==> config.mk <==
export PLATFORM = sky130hd
export DESIGN_NAME = mux_switch_reg_flat
export DESIGN_NICKNAME = d
export VERILOG_FILES = /design/src/rtl/cpu_pkg.sv /design/src/rtl/mux_switch_reg_if.sv /design/src/rtl/mux_switch_reg_word_select.sv /design/src/rtl/mux_switch_reg.sv /design/src/flat_wrapper.sv
export SDC_FILE = /design/constraint.sdc
export NUM_CORES = 1
export LEC_CHECK = 0
export ABC_AREA = 0
export CAP_MARGIN = 20
export CORE_MARGIN = 2
export CORE_UTILIZATION = 31
export CTS_CLUSTER_DIAMETER = 150
export DETAILED_ROUTE_END_ITERATION = 6
export GPL_TIMING_DRIVEN = 1
export MAX_ROUTING_LAYER = met4
export PLACE_DENSITY_LB_ADDON = 0.15
export SLEW_MARGIN = 10
export SYNTH_ARGS = -nofsm -noshare
export SYNTH_HDL_FRONTEND = slang
export SYNTH_SLANG_ARGS = --single-unit
export TNS_END_PERCENT = 100
==> constraint.sdc <==
create_clock -name clk -period 2.8 [get_ports clk]
set_clock_uncertainty 0.2 [all_clocks]
set_input_delay 0.7 -clock clk [delete_from_list [all_inputs] [get_ports clk]]
set_output_delay 0.7 -clock clk [all_outputs]
set_load 0.03 [all_outputs]
==> src/rtl/cpu_pkg.sv <==
// Shared BasicCPU datapath constants and sizing helpers.
package cpu_pkg;

    localparam int DATA_WIDTH_DEF = 16;

    // Select width for a SIZE-input selector; never narrower than one bit.
    function automatic int sel_width(input int size);
        return (size <= 2) ? 1 : $clog2(size);
    endfunction

endpackage

==> src/rtl/mux_switch_reg_if.sv <==
// Bus bundle for mux_switch_reg: bit-mux data, packed switch words, shared
// select and the two registered results.
interface mux_switch_reg_if import cpu_pkg::*; #(
    parameter int SIZE       = 8,
    parameter int DATA_WIDTH = DATA_WIDTH_DEF
) ();
    localparam int SEL_WIDTH = sel_width(SIZE);

    logic [SIZE-1:0]            D;
    logic [SIZE*DATA_WIDTH-1:0] data_in;
    logic [SEL_WIDTH-1:0]       S;
    logic                       Y;
    logic [DATA_WIDTH-1:0]      data_out;

    modport master (output D, data_in, S, input  Y, data_out);
    modport slave  (input  D, data_in, S, output Y, data_out);
endinterface

==> src/rtl/mux_switch_reg_word_select.sv <==
// Combinational slice picker: returns word `sel` of a packed SIZE*WIDTH bus,
// or zero when sel >= SIZE (only reachable for non-power-of-two SIZE).
module word_select import cpu_pkg::*; #(
    parameter int SIZE  = 8,
    parameter int WIDTH = 1
) (
    input  logic [SIZE*WIDTH-1:0]     bus,
    input  logic [sel_width(SIZE)-1:0] sel,
    output logic [WIDTH-1:0]          word
);
    logic [SIZE-1:0][WIDTH-1:0] words;

    assign words = bus;

    // Guard the index so an unused select code yields 0 rather than X.
    always_comb begin
        word = '0;
        if (32'(sel) < SIZE)
            word = words[sel];
    end
endmodule

==> src/rtl/mux_switch_reg.sv <==
// Registered bit mux + word switch sharing one select. Both paths are
// independent word_select instances; this level only adds the output flops.
module mux_switch_reg import cpu_pkg::*; #(
    parameter int SIZE       = 8,
    parameter int DATA_WIDTH = DATA_WIDTH_DEF
) (
    input  logic             clk,
    input  logic             reset,
    mux_switch_reg_if.slave  bus
);
    logic                  y_nxt;
    logic [DATA_WIDTH-1:0] data_nxt;

    word_select #(.SIZE(SIZE), .WIDTH(1)) u_mux (
        .bus  (bus.D),
        .sel  (bus.S),
        .word (y_nxt)
    );

    word_select #(.SIZE(SIZE), .WIDTH(DATA_WIDTH)) u_switch (
        .bus  (bus.data_in),
        .sel  (bus.S),
        .word (data_nxt)
    );

    // Output register; synchronous reset wins over any select.
    always_ff @(posedge clk) begin
        if (reset) begin
            bus.Y        <= 1'b0;
            bus.data_out <= '0;
        end else begin
            bus.Y        <= y_nxt;
            bus.data_out <= data_nxt;
        end
    end
endmodule

==> src/flat_wrapper.sv <==
// flat-port wrapper written by rule: the top's interface ports become plain ports
module mux_switch_reg_flat import cpu_pkg::*;
#(
    parameter int SIZE       = 8,
    parameter int DATA_WIDTH = DATA_WIDTH_DEF
)
  (clk, reset, bus_D, bus_data_in, bus_S, bus_Y, bus_data_out);
  mux_switch_reg_if #(.SIZE(SIZE), .DATA_WIDTH(DATA_WIDTH)) bus_i ();
  input  logic clk;
  input  logic reset;
  input wire logic [$bits(bus_i.D)-1:0] bus_D;
  input wire logic [$bits(bus_i.data_in)-1:0] bus_data_in;
  input wire logic [$bits(bus_i.S)-1:0] bus_S;
  output wire logic [$bits(bus_i.Y)-1:0] bus_Y;
  output wire logic [$bits(bus_i.data_out)-1:0] bus_data_out;
  assign bus_i.D = bus_D;
  assign bus_i.data_in = bus_data_in;
  assign bus_i.S = bus_S;
  assign bus_Y = bus_i.Y;
  assign bus_data_out = bus_i.data_out;
  mux_switch_reg #(.SIZE(SIZE), .DATA_WIDTH(DATA_WIDTH)) u_core (.clk(clk), .reset(reset), .bus(bus_i));
endmodule
# Word-level counts from Yosys, hierarchy flattened
# Cells that the tools add are included.
word_totals:
  in_bits: 141
  register_bits: 17
  output_inout_bits: 17
  word_cells: 7
classes:
  muxes: 4
  n_lt_le_gt_ge: 1
op_table:
  columns: ["operator", "count"]
  rows:
  - ["16-bit binary-select mux with 3-bit select", 1]
  - ["16-bit two-way mux", 1]
  - ["3-bit by 4-bit less-than comparator with 1-bit output (second input constant)", 1]
  - ["1-bit binary-select mux with 3-bit select", 1]
  - ["1-bit two-way mux", 1]

# Depth between registers and ports, before layout
# Gate-level depths: netlist (run 1).
logic_depth:
  word_depth: 2
  mapped_depth: 5

# Cells and area by module
# A second synthesis (run 1) with hierarchy kept.
unflattened:
  cells_unflattened: 95
  area_unflattened_um2: 1610.3
by_module_without_submodules:
  columns: ["module", "area_per_inst_um2", "cells_each", "instances"]
  rows:
  - ["word_select at u_core.u_switch", 1071.0, 57, 1]
  - ["mux_switch_reg", 475.5, 35, 1]
  - ["word_select at u_core.u_mux", 63.8, 3, 1]

# Least setup slack after synthesis (run 1)
# Ideal clock, no wire load.
synth_path:
  kind: "in2reg"
  from: "in bus_S[1]"
  to: "reg u_core.bus.data_out[10]"
  setup_ns: 0.128
  path_slack_ns: 0.820
  arrival_ns: 1.653
  cell_stages: 5
  path_cell_list: "buf_6 > buf_6 > mux4_2 > mux2i_1 > nor2_1"
synth_via:
  elab_chain_len: 2
synth_rtl:
  columns: ["item", "line_no", "rtl"]
  rows:
  - ["start, declared", "flat_wrapper.sv:13", "input wire logic [$bits(bus_i.S)-1:0] bus_S;"]
  - ["16-bit binary-select mux with 3-bit select", "mux_switch_reg_word_select.sv:19", "word = words[sel];"]
  - ["16-bit two-way mux (implied by the code)", "mux_switch_reg_word_select.sv:19", null]
  - ["end signal, assigned", "mux_switch_reg.sv:33", "bus.data_out <= data_nxt;"]
  - ["end, declared", "mux_switch_reg_if.sv:16", "modport slave (input D, data_in, S, output Y, data_out);"]
# Every way passes these cells. The select of a mux whose other input is x is not followed.
# A chain may end at the register's enable or synchronous reset.

# Worst setup path after layout (run 1)
layout_path:
  from: "in bus_S[2]"
  to: "reg u_core.bus.Y"
layout_via:
  elab_chain_len: 2
layout_rtl:
  columns: ["item", "line_no", "rtl"]
  rows:
  - ["1-bit binary-select mux with 3-bit select", "mux_switch_reg_word_select.sv:19", null]
  - ["1-bit two-way mux (implied by the code)", "mux_switch_reg_word_select.sv:19", null]
  - ["end signal, assigned", "mux_switch_reg.sv:32", "bus.Y <= y_nxt;"]
  - ["end, declared", "mux_switch_reg_if.sv:16", null]
# Every way passes these cells. The select of a mux whose other input is x is not followed.

==> results.py, run 1 <==
metrics = {
    "setup_path": {
        "startpoint": "bus_S[2]",
        "crit_end": "u_core.bus.Y",
        "critPathTopFamily": "buffers and inverters",
        "cp.arrival_ns": 2.23,
        "slowest_stage": "clkdlybuf4s50_1",
        "critPathBufInv": 2,
        "path_depth": 5,
        "worstPathCellList": "clkdlybuf4s50_1 -> buf_4 -> mux4_2 -> mux2i_1 -> nor2_1",
        "cpPeakStageDelay_ns": 0.74,
        "worstSetupEndpointType": "flop",
        "startpoint_type": "input pin",
        "cp_data_required_time_ns": 2.71,
        "worstSetupPathType": "in2reg",
        "crit_path_max_fanout": 8,
    },
    "drt": {
        "avgViaCountPerCell": 5.00,
        "drc": 0,
        "post_drt_wl_per_cell_um": 18.1,
        "wirelength_um": 5500,
        "dr_total_vias": 1514,
        "drtIter0Drc": 81,
        "antenna_left": 0,
        "first_pass_iters": 4,
    },
    "cts": {
        "postCtsSetupBuffers": 0,
        "ctsResizeCount": 0,
        "cts.sinks": 17,
        "hold_buffers": 0,
        "cts_buffer_depth": 2,
        "cts_buffers": 3,
        "cts.htree.levels": 1,
        "clock-root-buffer": "clkbuf_8",
        "cts_tree": "done",
        "cts.reportedPaths.clkPinSlew_ns": 0.07,
    },
    "floorplanning": {
        "die_h_um": 72.3,
        "start_util_pct": 32.8,
        "die_area_um2": 5230,
        "core_area_um2": 4410,
        "pin_count": 158,
        "rows": 24,
        "dieWidth_um": 72.3,
    },
    "synth": {
        "synth_fp_nets": 238,
        "syn_inst": 97,
        "synth_top_cell_area_share_pct": 49.8,
        "synth-seq-cells": 17,
        "syn_area_um2": 1450,
        "yosys.area.top_type": "mux4_2",
        "synth_cell_types": 10,
        "syn_avg_cell_area_um2": 14.9,
        "synth-seq-area-share_pct": 23.5,
        "synth_area_leaders": "mux4_2, dfxtp_1, mux2i_1",
        "ys_warn_count": 0,
    },
    "global_routing": {
        "grt_pass1_vias": 1667,
        "grt_antenna_before_repair": 0,
        "track_usage_pct": 21.8,
        "grt_pass1_wl_um": 8250,
        "overflow": 0,
        "grt_max_degree": 35,
    },
    "timing": {
        "setup_slack_ns": 0.483,
        "hold_violations": 0,
        "maxSlewHeadroom_pct": 55.4,
        "fin_crit_ns": 2.32,
        "fmax_ghz": 0.432,
        "tns_ns": 0,
        "setup_viol": 0,
        "period_share_pct": 82.8,
        "finalMaxSlewViolations": 0,
        "tightestPinTransition_ns": 0.667,
        "rsz0062_at_grt": "false",
    },
    "final_layout": {
        "final_cell_mix": "clkdlybuf4s50_1, mux4_2, mux2i_1, nor2_1, dfxtp_1",
        "design_area_um2": 3090,
        "n_antenna_cell": 0,
        "syn_to_final_growth_pct": 113,
        "drive_gt1_share_pct": 16.7,
        "final_common_cell": "clkdlybuf4s50_1",
        "seqCellArea_um2": 340,
        "final_util_pct": 70.0,
        "fillers": 367,
        "multi_input_comb_area_um2": 1010,
        "nNetsFinal": 393,
    },
    "pwr": {
        "total_power_w": 0.000906,
        "leakage_nw": 1.17,
        "p_per_area_nw_per_um2": 293,
        "ir_drop_mv": 0.160,
    },
    "run_status": {
        "outcome": "finished, final reports clean",
    },
    "min_path": {
        "hold_path.class": "in2reg",
    },
    "placed_design": {
        "place_area_um2": 3040,
        "place_congestion": 0.818,
        "pre_cts_slack_ns": 0.225,
        "dp_hpwl_um": 4890,
        "port_buffers": 157,
    },
    "job": {
        "maxCapViolations": 0,
    },
}
==> state kept, by name (all words and copies together) (netlist names) <==
register,count
u_core.bus.data_out,16
u_core.bus.Y,1
==> through the flow <==
| stage | cells | hold slack (ns) |
|---|---|---|
| finish | 303 | 0.957 |
| global route | 303 | 1.01 |
| CTS | 303 | 0.970 |
| detailed placement | 299 | 1.23 |
| global placement | 299 | 1.22 |
| floorplan | 97 | 0.781 |
==> Yosys cell counts <==
library cell / instances
mux4_2: 32
buf_1: 1
buf_2: 6
mux2i_1: 17
buf_12: 2
mux4_1: 2
buf_6: 2
dfxtp_1: 17
nor2_1: 17
clkbuf_1: 1
==> power by group <==
group	switching [W]	internal, W
Sequential	0.00000719	0.000265
Clock	0.0000828	0.0000986
Combinational	0.000145	0.000308
Total	0.000235	0.000671
==> metal layers <==
layer | vias to the layer above | global-route usage (%) | wire, um
met4 | 0 | 5.24 | 85
met3 | 8 | 3.75 | 290
met1 | 731 | 24.7 | 1970
li1 | 709 | - | -
met2 | 66 | 39.9 | 3150
met5 | - | - | 0
==> cell families after synthesis <==
logic type             Yosys count  share of synthesized area [%]
multiplexers                    51                           65.2
flip-flops                      17                           23.5
AND/OR/NAND/NOR                 17                           4.41
buffers and inverters           12                           6.91
==> how the worst min path moves through the flow <==
| stage | startpoint | to | cells after the start |
|---|---|---|---|
| final | bus_S[1] | u_core.bus.data_out[14] | 5 |
| after global routing | bus_S[1] | u_core.bus.data_out[14] | 5 |
| after CTS | bus_S[1] | u_core.bus.data_out[14] | 5 |
| after detailed placement | bus_S[1] | u_core.bus.data_out[14] | 5 |
| after global placement | bus_S[1] | u_core.bus.data_out[14] | 5 |
| after floorplan | reset | u_core.bus.Y | 2 |
==> final cells by class <==
cell class,instances,area share (%)
flip-flops and latches,17,11.0
multi-input cells,68,32.6
clock buffers,3,1.34
repair buffers,162,52.8
clock inverters,1,0.162
well taps,52,2.11
No activity file was read; power rests on OpenSTA's default activity.
==> inputs of run 2 (changes only) <==
Settings changed: CORE_UTILIZATION 31 to 28.
Clock period 2.8 ns to 2.4 ns, I/O delays scaled along.
==> results.py, run 2 (synthesis gave the netlist of run 1 again) <==
metrics = {
    "min_path": {
        "min_from": "bus_S[1]",
        "whs_endpoint": "u_core.bus.data_out[13]",
        "hold_path.class": "in2reg",
        "hold_path_depth": 5,
    },
    "setup_path": {
        "startpoint_type": "flop",
        "cp.arrival_ns": 1.27,
        "critPathBufInv": 1,
        "critPathTopFamily": "buffers and inverters",
        "crit_path_max_fanout": 1,
        "cpPeakStageDelay_ns": 0.68,
        "worstPathCellList": "clkdlybuf4s50_1",
        "worstSetupEndpointType": "primary output",
        "worstSetupPathType": "reg2out",
        "cp_data_required_time_ns": 1.60,
        "slowest_stage": "clkdlybuf4s50_1",
    },
    "global_routing": {
        "grt_pass1_wl_um": 8030,
        "grt_antenna_before_repair": 0,
        "track_usage_pct": 18.5,
        "grt_max_degree": 21,
        "grt_pass1_vias": 1563,
        "overflow": 0,
    },
    "timing": {
        "maxSlewHeadroom_pct": 77.8,
        "tns_ns": 0,
        "setup_viol": 0,
        "hold_violations": 0,
        "rsz0062_at_grt": "false",
        "period_share_pct": 86.1,
        "fmax_ghz": 0.484,
        "tightestPinTransition_ns": 0.332,
        "finalMaxSlewViolations": 0,
        "fin_crit_ns": 2.07,
        "setup_slack_ns": 0.334,
    },
    "job": {
        "maxCapViolations": 0,
    },
    "final_layout": {
        "final_common_cell": "clkdlybuf4s50_1",
        "nNetsFinal": 394,
        "n_antenna_cell": 0,
        "drive_gt1_share_pct": 17.1,
        "largest_reg_flops": 16,
        "top_regs": "u_core.bus.data_out x16, u_core.bus.Y x1",
        "final_util_pct": 62.1,
        "final_cell_mix": "clkdlybuf4s50_1, mux4_2, mux2i_1, nor2_1, dfxtp_1",
        "regMostFlops": "u_core.bus.data_out",
        "syn_to_final_growth_pct": 116,
    },
    "pwr": {
        "leakage_nw": 1.17,
        "power.share.switching_pct": 26.4,
        "p_comb_share_pct": 49.4,
        "seq_power_share_pct": 29.6,
        "pwr-share-clk_pct": 21.0,
        "ir_drop_mv": 0.175,
        "total_power_w": 0.00107,
        "p_int_w": 0.000788,
        "p_switching_w": 0.000282,
        "p_per_area_nw_per_um2": 341,
    },
    "drt": {
        "drtIter0Drc": 42,
        "dr_total_vias": 1501,
        "post_drt_wl_per_cell_um": 16.3,
        "avgViaCountPerCell": 4.66,
        "drc": 0,
        "wirelength_um": 5250,
        "antenna_left": 0,
        "first_pass_iters": 4,
    },
    "floorplanning": {
        "pin_count": 158,
        "start_util_pct": 28.7,
        "core_area_um2": 5040,
        "die_area_um2": 5760,
        "dieWidth_um": 75.9,
        "die_h_um": 75.9,
        "rows": 26,
    },
    "cts": {
        "cts_tree": "done",
        "cts.sinks": 17,
        "cts.htree.levels": 1,
        "cts_buffers": 3,
        "cts_buffer_depth": 2,
        "cts.reportedPaths.clkPinSlew_ns": 0.07,
        "postCtsSetupBuffers": 0,
        "ctsResizeCount": 0,
        "clock-root-buffer": "clkbuf_8",
        "hold_buffers": 0,
    },
    "placed_design": {
        "pre_cts_slack_ns": 0.0742,
        "place_congestion": 0.897,
        "port_buffers": 157,
    },
    "run_status": {
        "outcome": "finished, final reports clean",
    },
}
-- run 2: cell count changes in the layout (fill, tap and decap cells not counted) --
cell and change:
buf_12 +1, clkinv_2 -1, clkinvlp_4 +1
-- run 2: final cells by class --
type | count | area [um^2]
flip-flops and latches | 17 | 340
multi-input cells | 68 | 1010
fillers | 433 | 1910
well taps | 70 | 87.6
clock inverters | 1 | 7.51
clock buffers | 3 | 41.3
repair buffers | 163 | 1650
-- run 2: worst max path at each step --
stage / start / end / slack, ns / cells past startpoint
2_1_floorplan: bus_S[1] / u_core.bus.data_out[10] / 0.52 / 5
3_3_place_gp: bus_S[2] / u_core.bus.data_out[2] / 0.09 / 5
3_5_place_dp: bus_S[2] / u_core.bus.data_out[0] / 0.07 / 5
4_1_cts: u_core.bus.data_out[14] / bus_data_out[14] / 0.32 / 1
5_1_grt: bus_S[2] / u_core.bus.data_out[10] / 0.25 / 5
6_report: u_core.bus.data_out[9] / bus_data_out[9] / 0.33 / 1
-- run 2: power by group through the flow --
stage | clock [W] | combinational (W) | sequential [W]
2_1_floorplan | 0 | 0.000178 | 0.000376
3_3_place_gp | 0 | 0.000527 | 0.000324
3_5_place_dp | 0 | 0.000532 | 0.000323
4_1_cts | 0.000234 | 0.000532 | 0.000317
5_1_grt | 0.000244 | 0.000558 | 0.000319
6_report | 0.000225 | 0.000528 | 0.000317
-- run 2: metal layers --
layer	part of all wire [%]	vias up	global-route usage, %
met4	1.9	0	5.82
met3	4.4	8	1.43
met2	56	65	33.5
li1	-	712	-
met1	38	716	21.9
met5	0	-	-
-- run 2: per-stage QoR --
step / instances / area, um^2 / hold slack, ns
after floorplan: 97 / 1450 / 0.681
after global placement: 318 / 3080 / 1.12
after detailed placement: 318 / 3080 / 1.12
after CTS: 322 / 3130 / 0.853
after global routing: 322 / 3130 / 0.884
final: 322 / 3130 / 0.843
